File: config.mk
export PLATFORM = sky130hd
export DESIGN_NAME = id_stage
export DESIGN_NICKNAME = d
export VERILOG_FILES = /design/src/rtl/id_stage.sv
export SDC_FILE = /design/constraint.sdc
export NUM_CORES = 1
export LEC_CHECK = 0
export ABC_AREA = 1
export CORE_UTILIZATION = 47
export CTS_CLUSTER_DIAMETER = 120
export CTS_CLUSTER_SIZE = 24
export DETAILED_ROUTE_END_ITERATION = 10
export GPL_TIMING_DRIVEN = 0
export PLACE_DENSITY = 0.77
export SYNTH_ARGS = -nofsm -noshare
export SYNTH_HDL_FRONTEND = slang
export SYNTH_SLANG_ARGS = --single-unit
File: constraint.sdc
create_clock -name clk -period 2.9 [get_ports clk]
set_clock_uncertainty 0.1 [all_clocks]
set_input_delay 0.725 -clock clk [delete_from_list [all_inputs] [get_ports clk]]
set_output_delay 0.725 -clock clk [all_outputs]
set_load 0.005 [all_outputs]
File: src/rtl/id_stage.sv
// id_stage: instruction-decode stage between fetch and execute.
// Holds the IF/ID register, splits the 20-bit instruction into fields and
// presents a registered ID/EX bundle.  It also drives the fetch control
// signals for ID jumps, execute redirects and load-use stalls.
//
// Ports:
//   clk, reset          rising-edge clock, asynchronous active-high reset
//   ins, current_address instruction and its PC from fetch
//   ex_redirect, ex_target taken branch resolved in execute
//   jmp_loc, pc_mux_sel  next-PC target / 1 = sequential, 0 = load jmp_loc
//   stall, stall_pm      hold PC / hold program-memory output register
//   rs1_addr, rs2_addr   register-file read addresses (from IF/ID)
//   idex_*               registered ID/EX bundle
module id_stage (
    input  logic        clk,
    input  logic        reset,
    input  logic [19:0] ins,
    input  logic [7:0]  current_address,
    input  logic        ex_redirect,
    input  logic [7:0]  ex_target,
    output logic [7:0]  jmp_loc,
    output logic        pc_mux_sel,
    output logic        stall,
    output logic        stall_pm,
    output logic [2:0]  rs1_addr,
    output logic [2:0]  rs2_addr,
    output logic        idex_valid,
    output logic [4:0]  idex_opcode,
    output logic [2:0]  idex_rd,
    output logic [2:0]  idex_rs1,
    output logic [2:0]  idex_rs2,
    output logic [7:0]  idex_imm,
    output logic [7:0]  idex_pc
);

    localparam logic [4:0] NOP_OP   = 5'b00000;
    localparam logic [4:0] LOAD_OP  = 5'b10100;
    localparam logic [4:0] STORE_OP = 5'b10101;
    localparam logic [4:0] JMP_OP   = 5'b11000;

    typedef enum logic [1:0] {RUN, HAZ, FLUSH} state_t;

    state_t      state;
    logic [19:0] ifid_ins;
    logic [7:0]  ifid_pc;
    logic        ifid_valid;
    logic [7:0]  jmp_hold;

    logic [4:0]  f_op;
    logic [2:0]  f_rd, f_rs1, f_rs2;
    logic [7:0]  f_imm;
    logic        rs2_real;
    logic        haz;
    logic        idj;

    assign f_op  = ifid_ins[19:15];
    assign f_rd  = ifid_ins[14:12];
    assign f_rs1 = ifid_ins[11:9];
    assign f_rs2 = ifid_ins[8:6];
    assign f_imm = ifid_ins[7:0];

    assign rs1_addr = f_rs1;
    assign rs2_addr = f_rs2;

    // imm8 overlaps rs2, so rs2 only counts for register-ALU ops and stores.
    assign rs2_real = !f_op[4] || (f_op == STORE_OP);

    // After any redirect IF/ID always holds a bubble, so FLUSH can never
    // raise a hazard or an ID jump; the state gate only makes that explicit.
    always_comb begin
        haz = 1'b0;
        if (state != FLUSH && idex_valid && idex_opcode == LOAD_OP &&
            ifid_valid && f_op != JMP_OP &&
            (idex_rd == f_rs1 || (rs2_real && idex_rd == f_rs2)))
            haz = 1'b1;
    end

    assign idj = (state != FLUSH) && ifid_valid && (f_op == JMP_OP) && !haz;

    always_comb begin
        jmp_loc    = jmp_hold;
        pc_mux_sel = 1'b1;
        stall      = 1'b0;
        stall_pm   = 1'b0;
        if (ex_redirect) begin
            jmp_loc    = ex_target;
            pc_mux_sel = 1'b0;
        end else if (haz) begin
            stall    = 1'b1;
            stall_pm = 1'b1;
        end else if (idj) begin
            jmp_loc    = f_imm;
            pc_mux_sel = 1'b0;
        end
    end

    always_ff @(posedge clk or posedge reset) begin
        if (reset) begin
            state       <= RUN;
            jmp_hold    <= '0;
            ifid_ins    <= '0;
            ifid_pc     <= '0;
            ifid_valid  <= 1'b0;
            idex_valid  <= 1'b0;
            idex_opcode <= NOP_OP;
            idex_rd     <= '0;
            idex_rs1    <= '0;
            idex_rs2    <= '0;
            idex_imm    <= '0;
            idex_pc     <= '0;
        end else begin
            jmp_hold <= jmp_loc;
            if (ex_redirect || haz) begin
                // Both cases put a bubble into ID/EX.
                idex_valid  <= 1'b0;
                idex_opcode <= NOP_OP;
                idex_rd     <= '0;
                idex_rs1    <= '0;
                idex_rs2    <= '0;
                idex_imm    <= '0;
                idex_pc     <= '0;
            end else begin
                idex_valid  <= ifid_valid;
                idex_opcode <= f_op;
                idex_rd     <= f_rd;
                idex_rs1    <= f_rs1;
                idex_rs2    <= f_rs2;
                idex_imm    <= f_imm;
                idex_pc     <= ifid_pc;
            end

            if (ex_redirect || idj) begin
                ifid_ins   <= '0;
                ifid_pc    <= '0;
                ifid_valid <= 1'b0;
                state      <= FLUSH;
            end else if (haz) begin
                state <= HAZ;
            end else begin
                ifid_ins   <= ins;
                ifid_pc    <= current_address;
                ifid_valid <= 1'b1;
                state      <= RUN;
            end
        end
    end

endmodule

### Yosys cells after proc, flatten, opt, wreduce, memory -nomap -nowiden

Cells that the tools add are included.

* bits in registers: 70
* input port bits: 39
* output and inout bits: 48
* word-level logic and storage cells: 59

* equality and inequality tests: 8
* mux-type cells: 24
* reduce and logical (&&, ||, !) cells: 15

Operators by type and width (number)
* 8-bit 2-to-1 mux: 7
* 20-bit 2-to-1 mux: 2
* 5-bit == test, second input constant: 3
* 1-bit 2-to-1 mux: 10
* 1-bit logical AND: 9
* 3-bit 2-to-1 mux: 3
* 3-bit == test: 2
* 5-bit 2-to-1 mux: 1
* 5-bit inequality test, second input constant: 1
* 1-bit logical OR: 4
* 1-bit zero test: 2
* 2-bit 2-to-1 mux: 1
* 2-bit by 1-bit inequality test with 1-bit output, second input constant: 1
* 2-bit inequality test, second input constant: 1

### Longest topological paths before layout

Gate-level depths: netlist of run 1.

* depth after elaboration: 12
* gate-level depth with buffers: 11
* mapped depth without buffers: 9

### Worst setup path before layout of run 1

OpenSTA, ideal clock, no wires.

* path kind: input-to-output
* from: input port ex_redirect
* to: output port jmp_loc[1]
* arrival: 1.361 ns
* required time: 2.075 ns
* path slack: 0.714 ns
* stages on the path: 4
* path buffers: 1
* path through: inv_2 > clkbuf_1 > nor2_1 > a31oi_1

* cells in the longest elaborated chain, start to end: 1

RTL lines
* start, declared: RTL line 19 `input logic ex_redirect,`
* 8-bit 2-to-1 mux: RTL line 85 `if (ex_redirect) begin`
* end, declared: RTL line 21 `output logic [7:0] jmp_loc,`

No other way between the ends.

### Worst setup path after layout of run 1

* from: register ifid_ins[15]
* to: output port jmp_loc[1]

* cells in the longest elaborated chain, start to end: 11
* elaborated cells on any way between the ends: 15
* those cells by class: eq/ne (3); mux (4); reduce/logical (8)

RTL lines
* start, declared: RTL line 44 `logic [19:0] ifid_ins;`
* start signal, assigned: RTL line 140 `ifid_ins <= ins;`
* 5-bit == test: RTL line 66 `assign rs2_real = !f_op[4] || (f_op == STORE_OP);`
* 1-bit logical OR: RTL line 66
* 1-bit logical AND: RTL line 74 `(idex_rd == f_rs1 || (rs2_real && idex_rd == f_rs2)))`
* 1-bit logical OR: RTL line 74
* 1-bit logical AND: RTL line 73 `ifid_valid && f_op != JMP_OP &&`
* 1-bit 2-to-1 mux: RTL line 72 `if (state != FLUSH && idex_valid && idex_opcode == LOAD_OP &&`
* 1-bit zero test: RTL line 78 `assign idj = (state != FLUSH) && ifid_valid && (f_op == JMP_OP) && !haz;`
* 1-bit logical AND: RTL line 78
* 8-bit 2-to-1 mux: RTL line 91 `end else if (idj) begin`
* 8-bit 2-to-1 mux *: RTL line 88 `end else if (haz) begin`
* 8-bit 2-to-1 mux *: RTL line 85

Mark *: on every way between the ends. The rest lies on a longest branch, timed or not.

==> metrics.yaml, run 1 <==
yosys:
  ys_ff_latch: 68
  syn_avg_cell_area_sq_um: 9.14
  synth_seq_area_share: 0.593
  synth.net_count: 353
  synth_area_leaders: "dfrtp_1 59%, nand2_1 7.8%, nand4_1 6.1%"
  yosysWarnings: 0
  yosys.area.top_type: "dfrtp_1"
  synth_cell_types: 16
  yosys.area.top_type_share: 0.593
  synthesis.area_sq_um: 2870
  syn_inst: 314
global_routing:
  overflow: 0
  grt_max_degree: 43
  antenna_found_initial: 0
  grt_pass1_wl_mm: 12.2
  grt_pass1_vias: 2555
  grt_use_total: 0.258
routing:
  dr.pass1.iters: 4
  vias_per_cell: 5.13
  vias: 2581
  drt_iter0_markers: 197
  wl_mm: 7.43
  wl_per_cell_microns: 14.8
  drtAntennaViolNets: 0
  drc: 0
clock_network:
  clockBufferDepth: 2
  cts_tree: "built"
  cts_htree_levels: 3
  cts_buffers: 9
  ctsRootBufferMaster: "clkbuf_8"
  worstSkewPairLatency_ps: 350
  clk_pin_slew_ps: 70
  cts_hold_buffers: 0
  clock-sinks: 68
finish:
  layout-drive-gt1-share: 0.180
  regArea_sq_um: 1700
  nets: 462
  antenna_cells: 0
  multiInputGateArea_sq_um: 892
  area_growth_pct: 46.5
  fin_util: 0.711
  fill_cells: 448
worst_setup_path:
  worstSetupEndpointType: "output port"
  cp.arrival_ps: 2010
  required_ps: 2080
  ff2ff_setup_slack_ps: 1170
  critical_path_class: "reg2out"
  slowest_delay_ps: 390
  r2r_cells: 7
  r2r_end: "ifid_ins[3]$_DFFE_PP0N_"
  worstPathCellList: "inv_1, nand2_1, nor2_4, nand2_4, clkinvlp_4, buf_4, buf_4, nand2_1, a31oi_2, dlygate4sd2_1"
  cp_max_fo: 4
  slowest_stage: "dfrtp_1"
  r2r_start: "ifid_ins[18]$_DFFE_PP0N_"
  start_kind: "register"
floorplanning:
  coreArea_sq_um: 5920
  start_util: 0.485
  die_h_microns: 80.2
  die_area_sq_um: 6430
  die_w_microns: 80.2
  rows: 28
  io_pins: 87
pwr:
  leakage_nw: 2.08
  powerDensity_nw_per_um2: 496
  vdd_drop_max_v: 0.000375
  power_w: 0.00209
timing:
  fmax_ghz: 0.353
  finalMaxSlewViolations: 0
  hold_violations: 0
  finalCritPeriodShare: 0.977
  finalSetupViolations: 0
  slew_headroom: 0.609
  fin_tns_setup_ps: 0
  worst_slew_pin_slew_ps: 586
  period_minus_slack_ps: 2830
placement:
  gp_congestion: 0.820
  io_buffers: 86
  dp.final_hpwl_mm: 4.78
min_path:
  hp-start: "ifid_ins[13]$_DFFE_PP0N_"
  hold_path_end: "idex_rd[1]$_DFF_PP0_"
  min_path_cells: 2
  hold_class: "reg2reg"
flow_run:
  drv_cap: 0
status:
  status: "complete, no violations"
[synth_stat cells (all sizes together)]
master  count
nand3      32
nand2      62
nand4      28
inv        39
dfrtp      68
a31oi       8
xnor2       4
nor2       45
buf        24
clkbuf      4
[what timing repair did]
item | 4_1_cts | 5_1_grt
endpoints found under the setup margin | 11 | 6
pin swaps | 4 | 2
buffers inserted | 11 | 0
gates resized for setup | 32 | 8
[registers in the layout (all words and copies together), names as in the netlist]
| signal | count |
|---|---|
| idex_rs2 | 2 |
| idex_valid | 1 |
| state | 2 |
| idex_imm | 7 |
| idex_rs1 | 3 |
| idex_pc | 8 |
| idex_rd | 3 |
| jmp_hold | 8 |
| ifid_pc | 8 |
| idex_opcode | 5 |
| ifid_valid | 1 |
| ifid_ins | 20 |
[area by class of cell]
type | instances | area share
inverters | 39 | 0.0363
plain buffers | 28 | 0.0517
clock buffers | 9 | 0.0294
repair buffers | 98 | 0.228
well taps | 75 | 0.0223
flip-flops and latches | 68 | 0.404
multi-input cells | 179 | 0.212
clock inverters | 7 | 0.0161
[kinds of logic (layout without fill, tap and decap cells)]
family	count (synthesis)	in the layout	synth area share
buffers and inverters	67	181	0.119
AND/OR/NAND/NOR	167	167	0.259
flip-flops	68	68	0.593
AO/OA/AOI/OAI	8	8	0.0174
XOR/XNOR	4	4	0.0122
[layout by cell type, fill, tap and decap left out]
| master | synthesis | layout |
|---|---|---|
| clkbuf_4 | 0 | 1 |
| bufinv_16 | 0 | 1 |
| nand4_1 | 28 | 28 |
| buf_1 | 1 | 1 |
| dfrtp_1 | 68 | 68 |
| inv_2 | 5 | 6 |
| buf_2 | 5 | 5 |
| inv_4 | 0 | 1 |
| dlymetal6s2s_1 | 0 | 3 |
| nor2_2 | 1 | 1 |
| clkbuf_2 | 0 | 1 |
| buf_12 | 0 | 1 |
| nor2_4 | 0 | 2 |
| clkbuf_8 | 0 | 11 |
| clkdlybuf4s50_1 | 0 | 74 |
| nand3_1 | 32 | 32 |
| dlygate4sd2_1 | 0 | 7 |
| a31oi_2 | 0 | 6 |
| inv_1 | 34 | 31 |
| clkdlybuf4s15_2 | 0 | 1 |
| clkinv_2 | 0 | 3 |
| a31oi_1 | 8 | 2 |
| clkinvlp_4 | 0 | 4 |
| xnor2_1 | 4 | 4 |
| clkbuf_1 | 4 | 1 |
| nor2_1 | 44 | 42 |
| buf_4 | 14 | 25 |
| nand2_1 | 60 | 58 |
| nand2_2 | 2 | 3 |
| buf_6 | 4 | 4 |
| nand2_4 | 0 | 1 |
[critical path, delay by kind of cell (launching register included)]
family                 cells  cell delay, ps
buffers and inverters      5             710
flip-flops                 1             390
AO/OA/AOI/OAI              1             160
AND/OR/NAND/NOR            4             400
[layer usage]
layer	wire length (microns)	up-vias	share of wire	global-route usage
met2	3580	129	0.48	0.400
met4	229	0	0.031	0.150
met3	549	18	0.074	0.0511
met1	3070	1223	0.41	0.336
li1	-	1211	-	-
met5	0	-	0	0
[power breakdown]
group | switching, W | leakage [nW] | total, W | internal (W)
logic | 0.000144 | 1.11 | 0.000305 | 0.000161
clock network | 0.000368 | 0.0910 | 0.000759 | 0.000391
registers | 0.0000279 | 0.877 | 0.00102 | 0.000995
[metrics by stage]
step	instances	setup WS (ps)	instance area [sq um]	hold WS, ps
after floorplan	314	363	2870	373
after global placement	475	-738	3830	379
after detailed placement	476	-617	3850	385
after CTS	503	9.09	4190	391
after global routing	503	-18.8	4210	421
final	503	65.6	4210	396
[worst max-delay path by stage]
stage	from	endpoint	slack, ps	cells after the start
3_5_place_dp	ex_redirect	jmp_loc[1]	-620	6
4_1_cts	ifid_ins[17]$_DFFE_PP0N_	jmp_loc[2]	9	8
3_3_place_gp	reset	idex_imm[5]$_DFF_PP0_	-740	2
2_1_floorplan	reset	idex_imm[0]$_DFF_PP0_	360	1
6_report	ifid_ins[15]$_DFFE_PP0N_	jmp_loc[1]	70	10
5_1_grt	ifid_ins[15]$_DFFE_PP0N_	jmp_loc[1]	-20	10
No activity file was read; power rests on OpenSTA's default activity.
==> run 2, diff against run 1 <==
- TNS_END_PERCENT: default -> 20
==> run 2 against run 1 <==
Net effect: critical path depth increased by 1; routed wire length unchanged; die area unchanged; register-to-register slack barely moved; setup slack gained 62 ps; final area fell by 0.36%; critical endpoint is now stall_pm.
==> metrics.yaml, run 2 (synthesis gave the netlist of run 1 again) <==
timing:
  hold_violations: 0  # unchanged
  fmax_ghz: 0.361  # +2.3%
  finalSetupViolations: 0  # unchanged
  finalCritPeriodShare: 0.956  # -0.0215
  period_minus_slack_ps: 2770  # -62.4 ps
  rsz0062_at_grt: "false"
  worst_slew_pin_slew_ps: 583  # -2.86 ps
  fin_ws_ps: 128  # +62.4 ps
  slew_headroom: 0.611  # +0.00191
  finalMaxSlewViolations: 0  # unchanged
worst_setup_path:
  cp_max_fo: 4  # unchanged
  critical_path_class: "reg2out"
  r2r_end: "ifid_ins[3]$_DFFE_PP0N_"
  r2r_start: "idex_opcode[3]$_DFF_PP0_"
  cp.arrival_ps: 1950  # -60 ps
  required_ps: 2080  # about the same
  r2r_cells: 9  # +2
  worstSetupEndpointType: "output port"
  crit_start: "idex_rd[1]$_DFF_PP0_"
  cp-endpoint: "stall_pm"
  ff2ff_setup_slack_ps: 1170  # about the same
  start_kind: "register"
pwr:
  powerDensity_nw_per_um2: 498  # +0.36%
  leakage_nw: 2.07  # -0.49%
  vdd_drop_max_v: 0.000377  # +0.31%
routing:
  wl_per_cell_microns: 14.8  # +0.20%
  drtAntennaViolNets: 0  # unchanged
  drt_iter0_markers: 195  # -1.0%
  dr.pass1.iters: 4  # unchanged
  vias: 2588  # +0.27%
  wl_mm: 7.43  # unchanged
  drc: 0  # unchanged
  vias_per_cell: 5.16  # +0.47%
clock_network:
  worstSkewPairLatency_ps: 350  # about the same
  clockBufferDepth: 2  # unchanged
  ctsRootBufferMaster: "clkbuf_8"
  cts_buffers: 9  # unchanged
  cts_htree_levels: 3  # unchanged
  clk_pin_slew_ps: 70  # about the same
  cts_tree: "built"
  clock-sinks: 68  # unchanged
finish:
  final_common_cell: "clkdlybuf4s50_1"
  fin_util: 0.708  # -0.00254
  largest_reg_flops: 20  # unchanged
  largest_register: "ifid_ins"
  layout-drive-gt1-share: 0.171  # -0.00895
  antenna_cells: 0  # unchanged
  nets: 461  # -0.22%
  final_cell_mix: "74 x clkdlybuf4s50_1, 68 x dfrtp_1, 58 x nand2_1"
  area_growth_pct: 46.0
  fin_area_sq_um: 4190  # -0.36%
min_path:
  hold_class: "reg2reg"
  hp-start: "ifid_ins[13]$_DFFE_PP0N_"
global_routing:
  grt_pass1_vias: 2539  # -0.63%
  grt_max_degree: 43  # unchanged
  grt_use_total: 0.256  # -0.00172
  overflow: 0  # unchanged
  antenna_found_initial: 0  # unchanged
  grt_pass1_wl_mm: 12.1  # -0.63%
flow_run:
  drv_cap: 0  # unchanged
floorplanning:
  start_util: 0.485  # unchanged
  die_area_sq_um: 6430  # unchanged
  io_pins: 87  # unchanged
  die_w_microns: 80.2  # unchanged
  die_h_microns: 80.2  # unchanged
  rows: 28  # unchanged
  coreArea_sq_um: 5920  # unchanged
placement:
  dp.final_hpwl_mm: 4.78  # unchanged
  pre_cts_ws_ps: -617  # unchanged
  gp_congestion: 0.820  # unchanged
  post_dp_cell_area_sq_um: 3850  # unchanged
  io_buffers: 86  # unchanged
status:
  status: "complete, no violations"
[run 2: changes by cell type in the layout (fill, tap and decap cells not counted), sizes merged]
| cell | change |
|---|---|
| dlygate4sd2 | +3 |
| buf | -1 |
| clkbuf | -1 |
| clkdlybuf4s15 | -1 |
| dlymetal6s2s | -1 |
[run 2: power by group]
| part | switching (W) | leakage (nW) | internal [W] |
|---|---|---|---|
| Sequential | 0.0000277 | 0.877 | 0.000995 |
| Clock | 0.000371 | 0.0910 | 0.000391 |
| Combinational | 0.000143 | 1.10 | 0.000159 |
[run 2: worst min-delay path by stage]
stage / to / cells past startpoint
after floorplan: idex_valid$_DFF_PP0_ / 2
after global placement: idex_pc[2]$_DFF_PP0_ / 2
after detailed placement: idex_rd[1]$_DFF_PP0_ / 2
after CTS: idex_rd[1]$_DFF_PP0_ / 2
after global routing: idex_pc[5]$_DFF_PP0_ / 2
final: idex_rd[1]$_DFF_PP0_ / 2
[run 2: routing by layer]
layer | wire [microns] | track usage
met5 | 0 | 0
met4 | 253 | 0.152
met3 | 576 | 0.0511
met2 | 3570 | 0.398
met1 | 3040 | 0.332
[run 2: worst max-delay path, cell delays in order (launching register included)]
cell	delay [ps]
dfrtp_1	410
inv_1	50
nand2_1	50
nand2_1	60
nor2_2	140
nand3_1	110
nand2_2	110
nand2_2	80
clkbuf_8	150
nor2_4	90
buf_4	110
dlygate4sd2_1	230
[run 2: layout make-up]
cell class	count	area (sq um)
Buffer	28	218
Fill cell	447	1730
Clock inverter	7	67.6
Timing Repair Buffer	97	948
Tap cell	75	93.8
Clock buffer	9	124
Inverter	39	153
Multi-Input combinational cell	179	887
Sequential cell	68	1700
[run 2: metrics by stage]
stage / hold slack, ps / setup TNS [ps] / cells / total power, W
floorplan: 373 / 0 / 314 / 0.00117
global placement: 379 / -53820 / 475 / 0.00132
detailed placement: 385 / -4110 / 476 / 0.00133
CTS: 391 / -60.4 / 500 / 0.00209
global route: 421 / 0 / 502 / 0.00217
finish: 392 / 0 / 502 / 0.00209
[run 2: repair_timing]
item | 4_1_cts | 5_1_grt
resized for setup | 31 | 3
endpoints found under the setup margin | 11 | 2
pin swaps | 3 | 2
setup buffers | 8 | 2
hold buffers | 0 | 0
==> run 3, diff against run 2 <==
- CAP_MARGIN: default -> 20
==> results of run 3 <==
No change in the layout: final DEF, timing and power equal those of run 2.
